**config.mk**
```make
export PLATFORM = sky130hd
export DESIGN_NAME = kt_transpose_buffer
export DESIGN_NICKNAME = d
export VERILOG_FILES = /design/src/rtl/kt_transpose_buffer.sv
export SDC_FILE = /design/constraint.sdc
export NUM_CORES = 1
export LEC_CHECK = 0
export ABC_CLOCK_PERIOD_IN_PS = 7800
export BUFFER_PORTS_ARGS = -buffer_cell sky130_fd_sc_hd__buf_2
export CORE_ASPECT_RATIO = 0.75
export CORE_MARGIN = 8
export CORE_UTILIZATION = 45
export CTS_BUF_LIST = sky130_fd_sc_hd__clkbuf_4 sky130_fd_sc_hd__clkbuf_8
export CTS_CLUSTER_SIZE = 12
export DETAILED_ROUTE_END_ITERATION = 10
export GPL_TIMING_DRIVEN = 1
export PLACE_DENSITY = 0.69
export SYNTH_ARGS = -nofsm -noshare
export SYNTH_HDL_FRONTEND = slang
export SYNTH_SLANG_ARGS = --single-unit
```
**constraint.sdc**
```tcl
create_clock -name clk -period 7.8 [get_ports clk]
set_input_delay 1.56 -clock clk [delete_from_list [all_inputs] [get_ports clk]]
set_output_delay 1.56 -clock clk [all_outputs]
set_load 0.02 [all_outputs]
```
**src/rtl/kt_transpose_buffer.sv**
```systemverilog
// rtl/kt_transpose_buffer.sv - ping-pong K block buffer that reads the matrix back as K^T
// Optional macro KT_BUF_V_MODE_EN adds transpose_en for a per-bank untransposed (V path) read mode.
module kt_transpose_buffer #(
    parameter int WIDTH_OUT  = 16,
    parameter int BLOCK_SIZE = 2,
    parameter int CHUNK_SIZE = 4,
    parameter int ROW_BLOCKS = 4,
    parameter int COL_BLOCKS = 2
) (
    input  logic                            clk,
    input  logic                            rst,
`ifdef KT_BUF_V_MODE_EN
    input  logic                            transpose_en,
`endif
    input  logic                            in_valid,
    output logic                            in_ready,
    input  logic [WIDTH_OUT*CHUNK_SIZE-1:0] in_data,
    output logic                            out_valid,
    input  logic                            out_ready,
    output logic [WIDTH_OUT*CHUNK_SIZE-1:0] out_data,
    output logic                            out_last
);

    localparam int DW   = WIDTH_OUT * CHUNK_SIZE;
    localparam int NBLK = ROW_BLOCKS * COL_BLOCKS;
    localparam int RW   = (ROW_BLOCKS > 1) ? $clog2(ROW_BLOCKS) : 1;
    localparam int CW   = (COL_BLOCKS > 1) ? $clog2(COL_BLOCKS) : 1;
    localparam int IW   = (NBLK > 1) ? $clog2(NBLK) : 1;
    localparam logic [RW-1:0] R_MAX = RW'(ROW_BLOCKS - 1);
    localparam logic [CW-1:0] C_MAX = CW'(COL_BLOCKS - 1);

    logic [DW-1:0] mem_q [2][NBLK];

    logic [1:0]    full_q, full_d;
    logic          wr_sel_q, wr_sel_d;
    logic          rd_sel_q, rd_sel_d;
    logic [RW-1:0] wr_r_q, wr_r_d;
    logic [CW-1:0] wr_c_q, wr_c_d;
    logic [RW-1:0] rd_r_q, rd_r_d;
    logic [CW-1:0] rd_c_q, rd_c_d;

    logic          wr_fire, rd_fire;
    logic          wr_last, rd_last;
    logic          rd_tr;
    logic [IW-1:0] wr_idx, rd_idx;
    logic [DW-1:0] rd_blk;

    assign in_ready  = !full_q[wr_sel_q];
    assign out_valid = full_q[rd_sel_q];
    assign wr_fire   = in_valid && in_ready;
    assign rd_fire   = out_valid && out_ready;
    assign wr_last   = (wr_r_q == R_MAX) && (wr_c_q == C_MAX);
    assign rd_last   = (rd_r_q == R_MAX) && (rd_c_q == C_MAX);
    assign out_last  = out_valid && rd_last;
    assign wr_idx    = IW'(int'(wr_r_q) * COL_BLOCKS + int'(wr_c_q));
    assign rd_idx    = IW'(int'(rd_r_q) * COL_BLOCKS + int'(rd_c_q));
    assign rd_blk    = mem_q[rd_sel_q][rd_idx];

`ifdef KT_BUF_V_MODE_EN
    logic [1:0] tmode_q, tmode_d;

    assign rd_tr = tmode_q[rd_sel_q];

    // Mode is captured on the first beat of a matrix so it follows the data into its bank.
    always_comb begin
        tmode_d = tmode_q;
        if (wr_fire && (wr_r_q == '0) && (wr_c_q == '0)) begin
            tmode_d[wr_sel_q] = transpose_en;
        end
    end

    always_ff @(posedge clk or posedge rst) begin
        if (rst) begin
            tmode_q <= 2'b11;
        end else begin
            tmode_q <= tmode_d;
        end
    end
`else
    assign rd_tr = 1'b1;
`endif

    // Block storage carries no reset: out_data is masked by out_valid and full_q gates every read.
    always_ff @(posedge clk) begin
        if (wr_fire) begin
            mem_q[wr_sel_q][wr_idx] <= in_data;
        end
    end

    always_comb begin
        full_d   = full_q;
        wr_sel_d = wr_sel_q;
        rd_sel_d = rd_sel_q;
        wr_r_d   = wr_r_q;
        wr_c_d   = wr_c_q;
        rd_r_d   = rd_r_q;
        rd_c_d   = rd_c_q;

        if (wr_fire) begin
            if (wr_last) begin
                wr_r_d           = '0;
                wr_c_d           = '0;
                full_d[wr_sel_q] = 1'b1;
                wr_sel_d         = ~wr_sel_q;
            end else if (wr_c_q == C_MAX) begin
                wr_c_d = '0;
                wr_r_d = wr_r_q + 1'b1;
            end else begin
                wr_c_d = wr_c_q + 1'b1;
            end
        end

        // Write and read banks always differ, so a simultaneous set and clear both land.
        if (rd_fire) begin
            if (rd_last) begin
                rd_r_d           = '0;
                rd_c_d           = '0;
                full_d[rd_sel_q] = 1'b0;
                rd_sel_d         = ~rd_sel_q;
            end else if (rd_tr) begin
                if (rd_r_q == R_MAX) begin
                    rd_r_d = '0;
                    rd_c_d = rd_c_q + 1'b1;
                end else begin
                    rd_r_d = rd_r_q + 1'b1;
                end
            end else begin
                if (rd_c_q == C_MAX) begin
                    rd_c_d = '0;
                    rd_r_d = rd_r_q + 1'b1;
                end else begin
                    rd_c_d = rd_c_q + 1'b1;
                end
            end
        end
    end

    always_ff @(posedge clk or posedge rst) begin
        if (rst) begin
            full_q   <= '0;
            wr_sel_q <= 1'b0;
            rd_sel_q <= 1'b0;
            wr_r_q   <= '0;
            wr_c_q   <= '0;
            rd_r_q   <= '0;
            rd_c_q   <= '0;
        end else begin
            full_q   <= full_d;
            wr_sel_q <= wr_sel_d;
            rd_sel_q <= rd_sel_d;
            wr_r_q   <= wr_r_d;
            wr_c_q   <= wr_c_d;
            rd_r_q   <= rd_r_d;
            rd_c_q   <= rd_c_d;
        end
    end

    // Element (i,j) of the output block comes from element (j,i) of the stored block.
    always_comb begin
        out_data = '0;
        if (out_valid) begin
            for (int i = 0; i < BLOCK_SIZE; i++) begin
                for (int j = 0; j < BLOCK_SIZE; j++) begin
                    if (rd_tr) begin
                        out_data[(i*BLOCK_SIZE+j)*WIDTH_OUT +: WIDTH_OUT] =
                            rd_blk[(j*BLOCK_SIZE+i)*WIDTH_OUT +: WIDTH_OUT];
                    end else begin
                        out_data[(i*BLOCK_SIZE+j)*WIDTH_OUT +: WIDTH_OUT] =
                            rd_blk[(i*BLOCK_SIZE+j)*WIDTH_OUT +: WIDTH_OUT];
                    end
                end
            end
        end
    end

endmodule

```
== Word level (Yosys, flattened, before mapping) ==
Memory sizes are Yosys's and may differ from the RTL's.
Index checks and enable logic that the tools add are counted.

* Register bits after elaboration: 10
* Bits in writable memories: 1024
* Bits of input ports: 68
* Output and inout port bits: 67
* Memories: 1

{| class="wikitable"
|+ Memory list
! name !! depth !! bits a word !! read ports !! clocked after memory_dff !! write ports !! line !! text
|-
| mem_q || 2 || 512 || 1 || 0 || 1 || 32 || <nowiki>logic [DW-1:0] mem_q [2][NBLK];</nowiki>
|}

* Add/subtract/negate cells: 6
* Magnitude comparators: 7
* Eq/ne operators: 2
* Multiplexer cells: 28
* Bitwise gates (word level): 7
* Reductions and logical operators: 15

{| class="wikitable"
|+ Operator list
! cell !! count
|-
| $mux W512 || 1
|-
| $mux W64 || 4
|-
| $bmux W64 S3 || 1
|-
| $demux W64 S3 || 1
|-
| $mux W2 || 8
|-
| $mux W1 || 11
|-
| $ge A4 B4 Y1 const B || 2
|-
| $logic_and A1 B1 Y1 || 8
|-
| $not A3 Y4 || 2
|-
| $reduce_and A2 Y1 || 4
|-
| $add A3 B1 Y3 || 2
|-
| $add A2 B1 Y2 const B || 2
|-
| $eq A2 B2 Y1 const B || 2
|-
| $lt A1 B2 Y1 const B || 2
|-
| $lt A4 B1 Y1 const B || 1
|-
| $reduce_bool A2 Y1 || 2
|-
| $add A1 B1 Y1 const B || 2
|-
| $and A2 B2 Y2 || 1
|-
| $demux W1 S1 || 2
|-
| $ge A1 B1 Y1 const B || 2
|-
| $not A1 Y1 || 2
|-
| $not A2 Y2 || 1
|-
| $or A2 B2 Y2 || 1
|-
| $logic_not A1 Y1 || 1
|}

== Depth between registers and ports, before layout ==
* Depth in word-level cells: 10
* Gate-level depth with buffers: 8
* Mapped depth without buffers: 4

== Worst setup path before layout ==
Ideal clock, no wire load.

* Path type: input-to-reg
* Start: input in_valid
* End: memory mem_q[0][0] (netlist bit), enable pin
* Setup time: 486 ps
* Data arrival time: 4545 ps
* Required time: 7314 ps
* Slack: 2769 ps
* Cell stages on the path: 3
* Buffers on the path: 0
* Cell sequence: and3_1 > nand2_1 > nor2_1

* Longest elaborated chain between the ends: 3

{| class="wikitable"
|+ Ends and longest elaborated chain
! what !! line !! text
|-
| start, declared || 15 || <nowiki>input logic in_valid,</nowiki>
|-
| $logic_and A1 B1 Y1 || 50 || <nowiki>assign wr_fire = in_valid && in_ready;</nowiki>
|-
| $mux W1 || 85 || <nowiki>if (wr_fire) begin</nowiki>
|-
| $mux W512 (implied by the code) || 86 || <nowiki>mem_q[wr_sel_q][wr_idx] <= in_data;</nowiki>
|-
| end, declared || 32 ||
|}

No other way between the ends.

== Worst setup path in the final report ==
* Start: register rd_sel_q
* End: output out_data[18]

* Longest elaborated chain between the ends: 5
* Elaborated cells between the ends (all ways): 7
* Those cells by class: 6 x mux; 1 x memory

{| class="wikitable"
|+ Ends and longest elaborated chain
! what !! line !! text
|-
| start, declared || 36 || <nowiki>logic rd_sel_q, rd_sel_d;</nowiki>
|-
| start signal, assigned || 150 || <nowiki>rd_sel_q <= rd_sel_d;</nowiki>
|-
| $mem_v2 Z2 W512 || -- ||
|-
| $bmux W64 S3 || 57 || <nowiki>assign rd_blk = mem_q[rd_sel_q][rd_idx];</nowiki>
|-
| $mux W64 (implied by the code) (2 in a row) || 57 ||
|-
| $mux W64 (*) || 161 || <nowiki>if (out_valid) begin</nowiki>
|-
| end, declared || 20 || <nowiki>output logic [WIDTH_OUT*CHUNK_SIZE-1:0] out_data,</nowiki>
|}

Mark *: on every way between the ends. The rest lies on a longest branch, timed or not. The select of a mux whose other input is x is not followed.

==> impl_metrics.py <==
metrics = {
    "yosys": {
        "synth.net_count": 1850,
        "syn_area_per_cell_sq_um": 22.25,
        "synth-edff-count": 1024,
        "synthArstFlopShare_pct": 0.9671,
        "synth_area_leader_cell": "sky130_fd_sc_hd__edfxtp_1",
        "synth_top_cells_by_area": "sky130_fd_sc_hd__edfxtp_1 78%, sky130_fd_sc_hd__mux4_2 11%, sky130_fd_sc_hd__mux2i_1 4.9%",
        "synthesis.area_sq_um": 39550,
        "synthAdderAreaFrac_pct": 0.1582,
        "synth_simple_gate_area_share_pct": 0.6170,
        "synth_mux_area_share_pct": 15.88,
        "synth-xor-area-share_pct": 0.08859,
        "syn-instance-count": 1777,
        "synth_compound_gate_area_share_pct": 3.319,
        "synth.yosys.warnings": 0,
        "synth.lib_cells_used.distinct": 32,
        "postSynth.topFlopCell": "sky130_fd_sc_hd__edfxtp_1",
        "combinational_family_with_the_most_area_after_synthesis": "multiplexers",
        "synth-seq-area-share_pct": 78.39,
        "ys_ff_latch": 1034,
        "yosysTopAreaCellShare_pct": 77.75,
    },
    "cts": {
        "max-clock-path-buffers": 3,
        "cts_setup_buffers": 0,
        "clkSlewWorstSetupHoldPaths_ns": 0.07,
        "clock_tree.htree_level_count": 4,
        "cts_tree": "built",
        "cts.sinks": 1034,
        "root_buffer_master": "sky130_fd_sc_hd__clkbuf_8",
        "cts.hold.buffers_added": 0,
        "cts-buffers-inserted": 155,
        "clock_network_latency_to_the_later_pin_of_the_worst_skew_pair_ns": 0.80,
        "cts_resized": 0,
    },
    "timing": {
        "timing.final.crit_share_pct": 73.97,
        "setup_violations": 0,
        "finalHoldViolations": 0,
        "slew-limit-headroom_pct": 17.25,
        "finalWorstPathRequiredPeriod_ns": 5.770,
        "max_freq_mhz": 173.3,
        "worst_clock_skew_ns": 0.03626,
        "worstMarginPinSlew_ns": 1.238,
        "final-max-slew-violation-count": 0,
        "timing.hold.ws_ns": 0.5344,
        "timing.setup.tns_ns": 0,
        "smallest_setup_slack_after_layout_ns": 2.030,
        "rsz0062_at_grt": "no",
    },
    "setup_path": {
        "critPathSlowestCell": "sky130_fd_sc_hd__dfrtp_4",
        "setup.reg_to_reg.worst_slack_ns": 4.38,
        "rr_worst_depth": 5,
        "worst-endpoint-required_ns": 6.24,
        "critical_path.n_buffers_inverters": 2,
        "rr_endpoint": "mem_q[0][10]",
        "timing.rr.start": "wr_sel_q",
        "critPathTopFamily": "buffers and inverters",
        "critPathLaunchType": "flip-flop",
        "critical_path_depth": 5,
        "setup.worst_path.class": "flip-flop to primary output",
        "cp_data_arrival_time_ns": 4.21,
        "max_stage_delay_ns": 1.02,
        "critical_path.endpoint_type": "primary output",
        "crit_chain": "buf_4 -> mux4_2 -> mux2i_1 -> o21ai_0 -> buf_2",
        "cp_max_fo": 55,
    },
    "floorplanning": {
        "die_ar_sq_um": 97720,
        "std_cell_rows": 94,
        "design.core.area_sq_um": 87390,
        "initial_core_util_pct": 45.26,
        "die-height_um": 272.7,
        "top_level_ports": 135,
        "dieWidth_um": 358.3,
    },
    "finish": {
        "post_route_core_utilization_pct": 50.84,
        "final_nets": 2075,
        "final_cell_mix": "1024 x sky130_fd_sc_hd__edfxtp_1, 194 x sky130_fd_sc_hd__mux2i_1, 191 x sky130_fd_sc_hd__mux4_2, 160 x sky130_fd_sc_hd__clkbuf_8, 134 x sky130_fd_sc_hd__buf_2",
        "layout-drive-gt1-share_pct": 29.39,
        "area_delta_synth_final_pct": 12.35,
        "layout.cells.most_common": "sky130_fd_sc_hd__edfxtp_1",
        "final-instance-count-excl-fill": 3282,
        "fillers": 6793,
    },
    "min_path": {
        "min_to": "wr_c_q",
        "timing.hold.worst_path_depth": 1,
        "worst_hold_path_type": "flip-flop to flip-flop",
        "hold_path_startpoint": "wr_c_q",
    },
    "placed_design": {
        "preCtsSetupSlack_ns": 2.775,
        "dp.final_hpwl_um": 44580,
        "port_buffers": 134,
        "place_congestion": 0.6977,
        "dp.cells": 2997,
    },
    "routing": {
        "drt_iter0_markers": 1867,
        "drt_pass1_iterations": 5,
        "detail_route.wl_per_cell_um": 25.95,
        "post-route-drc-count": 0,
        "wl_um": 85180,
        "drt.antenna.violating_nets": 0,
        "via_per_inst": 5.690,
        "dr_total_vias": 18676,
    },
    "pwr": {
        "ir_worst_vdd_uv": 245.3,
        "comb_power_share_pct": 27.9,
        "clockPowerShare_pct": 27.9,
        "power_density_nw_per_um2": 346.4,
        "p_seq_share_pct": 44.2,
        "cell_internal_pwr_mw": 10.55,
        "total_switching_power_mw": 4.843,
        "switching_share_pct": 31.47,
        "power_leakage_nw": 14.40,
    },
    "grt": {
        "grt_pass1_vias": 19675,
        "total_routing_resource_utilization_after_global_routing_pct": 17.33,
        "total_congestion_overflow_after_global_routing": 0,
        "wire_length_of_the_first_global_routing_pass_um": 125900,
        "grt_antenna_before_repair": 11,
        "maximum_number_of_pins_on_one_net_before_global_route_repair": 60,
    },
    "run_status": {
        "run_status": "completed",
    },
    "flow_run": {
        "cap_violations": 0,
    },
}
## final cells by class
class                      instances  area, sq um  area share (%)
timing repair buffer             169        945.9           2.129
antenna                            7        17.52         0.03943
clock buffer                     213         2600           5.852
clock inverter                    65        410.4          0.9237
inverter                           3        11.26         0.02535
multi-input combinational        639         7991           17.99
sequential                      1034        31010           69.80
tap                             1152         1441           3.244
## cell usage after synthesis (3+ instances only)
library cell,count
sky130_fd_sc_hd__a22oi_1,63
sky130_fd_sc_hd__and2_1,18
sky130_fd_sc_hd__buf_2,51
sky130_fd_sc_hd__buf_4,15
sky130_fd_sc_hd__buf_6,12
sky130_fd_sc_hd__clkbuf_1,20
sky130_fd_sc_hd__clkbuf_4,3
sky130_fd_sc_hd__dfrtp_1,10
sky130_fd_sc_hd__edfxtp_1,1024
sky130_fd_sc_hd__ha_1,5
sky130_fd_sc_hd__inv_1,3
sky130_fd_sc_hd__mux2i_1,194
sky130_fd_sc_hd__mux4_2,191
sky130_fd_sc_hd__nand2_1,8
sky130_fd_sc_hd__nand2b_1,3
sky130_fd_sc_hd__nor2_1,6
sky130_fd_sc_hd__o211ai_1,63
sky130_fd_sc_hd__o21ai_0,10
sky130_fd_sc_hd__o21ai_1,58
sky130_fd_sc_hd__xnor2_1,4
## power by group through the flow
stage | clock [mW] | combinational (mW) | sequential (mW)
finish | 4.29 | 4.30 | 6.80
global route | 4.61 | 4.61 | 6.84
CTS | 4.39 | 4.39 | 6.81
detailed placement | 0 | 4.38 | 6.92
global placement | 0 | 4.32 | 6.89
floorplan | 0 | 3.27 | 6.71
## how the worst max path moves through the flow
stage / from / endpoint / slack (ns)
after CTS: rd_sel_q / out_data[18] / 1.87
after global placement: rd_sel_q / out_data[18] / 2.83
after floorplan: in_valid / mem_q[0][0] / 2.77
final: rd_sel_q / out_data[18] / 2.03
after global routing: rd_sel_q / out_data[18] / 1.75
after detailed placement: rd_sel_q / out_data[18] / 2.78
## metrics by stage
stage               total power, mW  instance area, sq um
global route                  16.07                 44410
finish                        15.39                 44430
global placement              11.21                 41400
CTS                           15.58                 44410
detailed placement            11.30                 41400
floorplan                     9.976                 39550
## flip-flops by register name, indices dropped and copies added, names as in the netlist
register  cells
wr_r_q        2
full_q        2
wr_c_q        1
rd_sel_q      1
rd_r_q        2
wr_sel_q      1
rd_c_q        1
mem_q      1024
## logic make-up after synthesis
logic type | after synthesis
AO/OA/AOI/OAI | 197
multiplexers | 388
XOR/XNOR | 4
AND/OR/NAND/NOR | 45
buffers and inverters | 104
flip-flops | 1034
adder cells (fa/ha/maj) | 5
## metal layers
layer | routed length, um | vias to the layer above | track usage [%] | share of wire [%]
met1 | 36350 | 9905 | 23.90 | 43
li1 | - | 7977 | - | -
met2 | 40890 | 672 | 27.42 | 48
met5 | 13 | - | 0 | 0.015
met3 | 6403 | 120 | 4.334 | 7.5
met4 | 1524 | 2 | 5.157 | 1.8
## worst reg2reg max path, stage by stage, from the launching register on
cell and delay, ns:
sky130_fd_sc_hd__dfrtp_1 0.51, sky130_fd_sc_hd__mux2i_1 0.31, sky130_fd_sc_hd__and3_1 0.29, sky130_fd_sc_hd__nand2_1 0.16, sky130_fd_sc_hd__nor2_4 0.96, sky130_fd_sc_hd__buf_4 0.76
No activity file was read; power rests on OpenSTA's default activity.
